$ cat config.mk
export PLATFORM = sky130hd
export DESIGN_NAME = pipe_perf_monitor
export DESIGN_NICKNAME = d
export VERILOG_FILES = /design/src/rtl/pipe_perf_pkg.sv /design/src/rtl/perf_counter.sv /design/src/rtl/pipe_perf_monitor.sv
export SDC_FILE = /design/constraint.sdc
export NUM_CORES = 1
export LEC_CHECK = 0
export ABC_AREA = 1
export BUFFER_PORTS_ARGS = -buffer_cell sky130_fd_sc_hd__buf_2
export CORE_MARGIN = 8
export CORE_UTILIZATION = 64
export CTS_CLUSTER_DIAMETER = 40
export DETAILED_ROUTE_END_ITERATION = 7
export HOLD_SLACK_MARGIN = 0.1
export PLACE_DENSITY = 0.95
export SLEW_MARGIN = 20
export SYNTH_ARGS = -nofsm -noshare
export SYNTH_HDL_FRONTEND = slang
export SYNTH_SLANG_ARGS = --single-unit
$ cat constraint.sdc
create_clock -name i_clk -period 5.8 [get_ports i_clk]
set_input_delay 0.58 -clock i_clk [delete_from_list [all_inputs] [get_ports i_clk]]
set_output_delay 0.58 -clock i_clk [all_outputs]
set_load 0.01 [all_outputs]
$ cat src/rtl/pipe_perf_pkg.sv
// Shared types for the pipeline performance monitor.
// FSM states and overflow-flag bit positions.
package pipe_perf_pkg;

    typedef enum logic [1:0] {
        IDLE    = 2'd0,
        RUN     = 2'd1,
        HALTED  = 2'd2,
        TRIPPED = 2'd3
    } state_e;

    localparam int OVF_CYC  = 0;
    localparam int OVF_INSN = 1;
    localparam int OVF_CTRL = 2;
    localparam int OVF_MISP = 3;
    localparam int OVF_EVT0 = 4;

endpackage

$ cat src/rtl/perf_counter.sv
// One event counter with wrap/saturate overflow handling,
// a sticky overflow flag and its own snapshot register.
module perf_counter #(
    parameter int W        = 32,
    parameter int SAT_MODE = 0
) (
    input  logic         clk,
    input  logic         rst_n,
    input  logic         inc,
    input  logic         clr,
    input  logic         snap,
    output logic [W-1:0] count,
    output logic         ovf
);

    logic [W-1:0] cnt_q;
    logic [W-1:0] cnt_d;
    logic         full;

    assign full = &cnt_q;

    always_comb begin
        cnt_d = cnt_q;
        if (inc) begin
            if (full && SAT_MODE != 0) cnt_d = cnt_q;
            else                       cnt_d = cnt_q + 1'b1;
        end
    end

    // snapshot takes the post-increment value of this cycle
    always_ff @(posedge clk or negedge rst_n) begin
        if (!rst_n) begin
            cnt_q <= '0;
            count <= '0;
            ovf   <= 1'b0;
        end else if (clr) begin
            cnt_q <= '0;
            count <= '0;
            ovf   <= 1'b0;
        end else begin
            cnt_q <= cnt_d;
            if (inc && full) ovf <= 1'b1;
            if (snap) count <= cnt_d;
        end
    end

endmodule

$ cat src/rtl/pipe_perf_monitor.sv
// Retire-side performance counters, stall watchdog and
// self-loop halt detector with a coherent snapshot set.
module pipe_perf_monitor
    import pipe_perf_pkg::*;
#(
    parameter int CNT_W    = 32,
    parameter int NEVT     = 4,
    parameter int SAT_MODE = 0,
    parameter int WDOG_CYC = 1024,
    parameter int HALT_REP = 8
) (
    input  logic                  i_clk,
    input  logic                  i_reset,
    input  logic                  i_en,
    input  logic                  i_clear,
    input  logic                  i_snap,
    input  logic                  i_insn_vld,
    input  logic                  i_mispred,
    input  logic                  i_ctrl,
    input  logic [31:0]           i_pc,
    input  logic [NEVT-1:0]       i_evt,
    output logic [CNT_W-1:0]      o_cycle_cnt,
    output logic [CNT_W-1:0]      o_insn_cnt,
    output logic [CNT_W-1:0]      o_ctrl_cnt,
    output logic [CNT_W-1:0]      o_mispred_cnt,
    output logic [NEVT*CNT_W-1:0] o_evt_cnt,
    output logic [4+NEVT-1:0]     o_ovf,
    output logic                  o_snap_vld,
    output logic                  o_wdog_trip,
    output logic                  o_halt,
    output logic [1:0]            o_state
);

    localparam int NCNT = 4 + NEVT;
    localparam int SW   = $clog2(WDOG_CYC + 1);
    localparam int RW   = $clog2(HALT_REP + 1);

    state_e           state;
    logic             cnt_en;
    logic [NCNT-1:0]  inc;
    logic [CNT_W-1:0] snap_cnt [NCNT];
    logic [SW-1:0]    stall;
    logic [SW-1:0]    stall_nxt;
    logic [RW-1:0]    rep;
    logic [RW-1:0]    rep_nxt;
    logic [31:0]      last_pc;
    logic             pc_hit;
    logic             halt_hit;
    logic             wdog_hit;

    assign cnt_en = (state == RUN) && i_en;

    assign inc[OVF_CYC]  = cnt_en;
    assign inc[OVF_INSN] = cnt_en & i_insn_vld;
    assign inc[OVF_CTRL] = cnt_en & i_insn_vld & i_ctrl;
    assign inc[OVF_MISP] = cnt_en & i_insn_vld & i_mispred;
    assign inc[OVF_EVT0 +: NEVT] = {NEVT{cnt_en}} & i_evt;

    for (genvar g = 0; g < NCNT; g++) begin : g_cnt
        perf_counter #(
            .W        (CNT_W),
            .SAT_MODE (SAT_MODE)
        ) u_cnt (
            .clk   (i_clk),
            .rst_n (i_reset),
            .inc   (inc[g]),
            .clr   (i_clear),
            .snap  (i_snap),
            .count (snap_cnt[g]),
            .ovf   (o_ovf[g])
        );
    end

    assign o_cycle_cnt   = snap_cnt[OVF_CYC];
    assign o_insn_cnt    = snap_cnt[OVF_INSN];
    assign o_ctrl_cnt    = snap_cnt[OVF_CTRL];
    assign o_mispred_cnt = snap_cnt[OVF_MISP];

    for (genvar k = 0; k < NEVT; k++) begin : g_evt
        assign o_evt_cnt[k*CNT_W +: CNT_W] = snap_cnt[OVF_EVT0+k];
    end

    assign stall_nxt = stall + 1'b1;
    assign rep_nxt   = rep + 1'b1;
    assign pc_hit    = (i_pc == last_pc);
    assign halt_hit  = pc_hit && (rep_nxt == RW'(HALT_REP));
    assign wdog_hit  = (stall_nxt == SW'(WDOG_CYC));
    assign o_state   = state;

    // halt needs a retirement and the watchdog needs none,
    // so the two can never fire together
    always_ff @(posedge i_clk or negedge i_reset) begin
        if (!i_reset) begin
            state       <= IDLE;
            stall       <= '0;
            rep         <= '0;
            last_pc     <= '0;
            o_wdog_trip <= 1'b0;
            o_halt      <= 1'b0;
            o_snap_vld  <= 1'b0;
        end else begin
            o_snap_vld <= i_snap;
            if (i_clear) begin
                state       <= IDLE;
                stall       <= '0;
                rep         <= '0;
                last_pc     <= '0;
                o_wdog_trip <= 1'b0;
                o_halt      <= 1'b0;
            end else begin
                unique case (state)
                    IDLE: if (i_en) state <= RUN;
                    RUN: if (cnt_en) begin
                        if (i_insn_vld) begin
                            stall <= '0;
                            if (pc_hit) begin
                                rep <= rep_nxt;
                            end else begin
                                rep     <= RW'(1);
                                last_pc <= i_pc;
                            end
                            if (halt_hit) begin
                                state  <= HALTED;
                                o_halt <= 1'b1;
                            end
                        end else begin
                            stall <= stall_nxt;
                            if (wdog_hit) begin
                                state       <= TRIPPED;
                                o_wdog_trip <= 1'b1;
                            end
                        end
                    end
                    HALTED, TRIPPED: ;
                endcase
            end
        end
    end

endmodule

==> results.toml <==
[cells_and_area]
layout.cells.non_filler = 4666
fillers = 2973
nNetsFinal = 4063
layout-drive-gt1-share_pct = 12.0
synthToLayoutAreaGrowth_pct = 16.6

[critical_path]
cp_slowest_cell = "nor2_4"
cp-end-kind = "flop"
critical-path-max-stage-delay_ns = 0.64
cp_max_fo = 25
reg2reg_depth = 11
path_class = "reg2reg"
cp.arrival_ns = 3.73
critPathLaunchType = "flop"
cp.required_ns = 6.31
cp_cell_sequence = "inv_2 -> nand3_4 -> nor2_4 -> nand2_2 -> inv_2 -> nand2_1 -> nor2_1 -> nand2_1 -> o21ai_0 -> nand3_1 -> o21ai_1"

[clock_network]
clk_latency_ns = 0.60
clkTransAtPathRegs_ns = 0.06
cts_buffers = 74
cts_root_buf = "clkbuf_16"
clk_path_buf_depth = 3
cts.htree.levels = 3
cts_tree = "done"
cts.sinks = 572

[sta]
post-route-period-util_pct = 55.4
fmax_mhz = 311
clock-skew-final_ns = 0.0219
fin_ws_ns = 2.59
fin_crit_ns = 3.21
slew_headroom_pct = 18.9
fin_tns_setup_ns = 0
setup_violations = 0
drv_slew = 0
worstMarginPinSlew_ns = 1.22
finalHoldViolations = 0
rsz0062_at_grt = "no"

[worst_hold_path]
min_delay_path_depth = 3
hold_class = "in2reg"

[routing]
top_layer = "met5"
wl_per_cell_um = 17.3
met1_length_um = 31300
drt_iter0_drc = 2676
drc = 0
vias_per_cell = 5.74
routed_wl_um = 80500
vias = 26775
wl_met3_um = 7110
postRouteAntennaNets = 0
wl_met2_um = 38300
first_pass_iters = 7

[power]
p_comb_share_pct = 5.9
leakage_nw = 17.1
finalPower_mw = 9.50
switchingPower_mw = 2.36
swShare_pct = 24.8
internal_power_mw = 7.14
p_per_area_nw_per_um2 = 289
seq_power_share_pct = 43.2
peakVddDrop_v = 0.000280
pwr-share-clk_pct = 51.0

[global_routing]
grt_max_degree = 219
grt_overflow = 0
antenna_found_initial = 6
grt_usage_pct = 31.7
grt_pass1_vias = 26700
grt_pass1_wl_um = 132000

[placement]
dp_hpwl_um = 52600
gp_congestion = 0.943
place_inst = 4522
dp_slack_ns = 2.43
io_buffers = 312

[die]
initial_utilization_pct = 64.2
core.rowCount = 77
core_area_um2 = 43800
ios = 313
die-area_um2 = 51000
die_height_um = 226
die_x_um = 226

[yosys]
ys_ff_latch = 572
avgSynthCellArea_um2 = 7.55
async_flop_share_pct = 100
synth_edf_count = 0
synthDistinctLibCells = 41
netlist_top_cells_count = "nand2_1, dfrtp_1, inv_1"
synth_largest_area_cell = "dfrtp_1"
synth_top_area_share_pct = 50.8
yosys_most_used_dff = "dfrtp_1"
yosysWarnings = 0
yosysMostFrequentCell = "nand2_1"
ys_seq_area_share_pct = 50.8
synthTopCellsByArea = "dfrtp_1, nand2_1, inv_1, nor2_1, nand3_1"
syn_inst = 3727
syn-num-nets = 3782
synth_area_um2 = 28200

[run]
maxCapViolCount = 0

[status]
run_status = "complete, no violations"
[flip-flops by register name (all words and copies together) (netlist names), 2 cells and up]
name and cells:
g_cnt.u_cnt.cnt_q 256, g_cnt.u_cnt.count 256, last_pc 32, stall 11, g_cnt.u_cnt.ovf 8, rep 4, o_state 2
[final timing paths]
path,startpoint,to,slack [ns]
worst max register to register,o_state[1]$_DFFE_PN0P_,g_cnt[3].u_cnt.count[23]$_DFFE_PN0P_,2.59
min in group asynchronous,i_reset,last_pc[26]$_DFFE_PN0P_,0.60
worst max-delay path,o_state[1]$_DFFE_PN0P_,g_cnt[3].u_cnt.count[23]$_DFFE_PN0P_,2.59
max in group asynchronous,i_reset,g_cnt[7].u_cnt.count[12]$_DFFE_PN0P_,3.87
worst min-delay path,i_pc[24],last_pc[24]$_DFFE_PN0P_,0.25
worst min register to register,g_cnt[6].u_cnt.count[24]$_DFFE_PN0P_,g_cnt[6].u_cnt.count[24]$_DFFE_PN0P_,0.47
[cell type report]
type / instances / area (um^2) / share of cell area [%]
flip-flops and latches: 572 / 14300 / 43.6
multi-input cells: 2609 / 11800 / 35.8
clock buffers: 96 / 2130 / 6.50
repair buffers: 327 / 1770 / 5.39
inverters: 424 / 1600 / 4.86
well taps: 592 / 741 / 2.26
clock inverters: 40 / 510 / 1.55
diodes: 6 / 15.0 / 0.0457
[stage by stage]
step	cell area, um^2	hold WS, ns	util, %
floorplan	28200	0.284	-
global placement	30100	0.457	68.8
detailed placement	30100	0.459	68.8
CTS	32800	0.209	74.8
global route	32800	0.228	74.9
finish	32800	0.246	74.9
[routing by layer]
metal	global-route usage, %	vias up
li1	-	12346
met1	40.0	12714
met2	51.9	1395
met3	6.60	318
met4	15.2	2
met5	0	-
[power groups by stage]
stage	registers (mW)	logic, mW	clock network, mW
after floorplan	4.17	0.311	0
after CTS	4.10	0.555	4.90
after global placement	4.16	0.531	0
after detailed placement	4.17	0.549	0
after global routing	4.10	0.617	5.05
final	4.10	0.556	4.84
[layout by cell type, fill, tap and decap left out, types with 6 or more instances in the layout]
master	n
or2_2	12
buf_12	6
and2_1	14
nor3_1	121
dfrtp_1	572
o22ai_1	15
nand3b_1	8
bufinv_16	7
inv_2	6
clkbuf_16	81
nor2_1	315
o21a_1	13
nor4_1	15
inv_1	417
clkbuf_1	10
nor3b_1	9
and3_1	11
nand4_1	74
xor2_1	49
nand2_1	1336
o21ai_0	152
buf_4	9
buf_2	309
inv_6	10
xnor2_1	35
a21oi_1	155
diode_2	6
nand3_1	218
o21ai_1	10
ha_1	11
clkinv_2	7
[what timing repair did]
item                                    in CTS  in global routing
resized for setup                            0                  0
setup buffers                                0                  0
endpoints found under the hold margin      101                  0
endpoints found under the setup margin       0                  0
hold buffers                                 1                  0
[cells by family after synthesis]
logic type      after synthesis  share of synthesized area, %
compound gates              364                          6.84
xor+xnor                     84                          2.61
fa+ha+maj                    11                         0.489
buf+inv                     546                          7.43
flops                       572                          50.8
simple gates               2150                          31.8
[worst max-delay path, delay by kind of cell, from the launching register on]
family | cells | cell delay (ns)
AOI/OAI and AO/OA | 2 | 0.32
buffers and inverters | 2 | 0.52
DFF | 1 | 0.42
and+or+nand+nor | 7 | 1.85
Note: power is estimated with default switching activity, not from simulation.
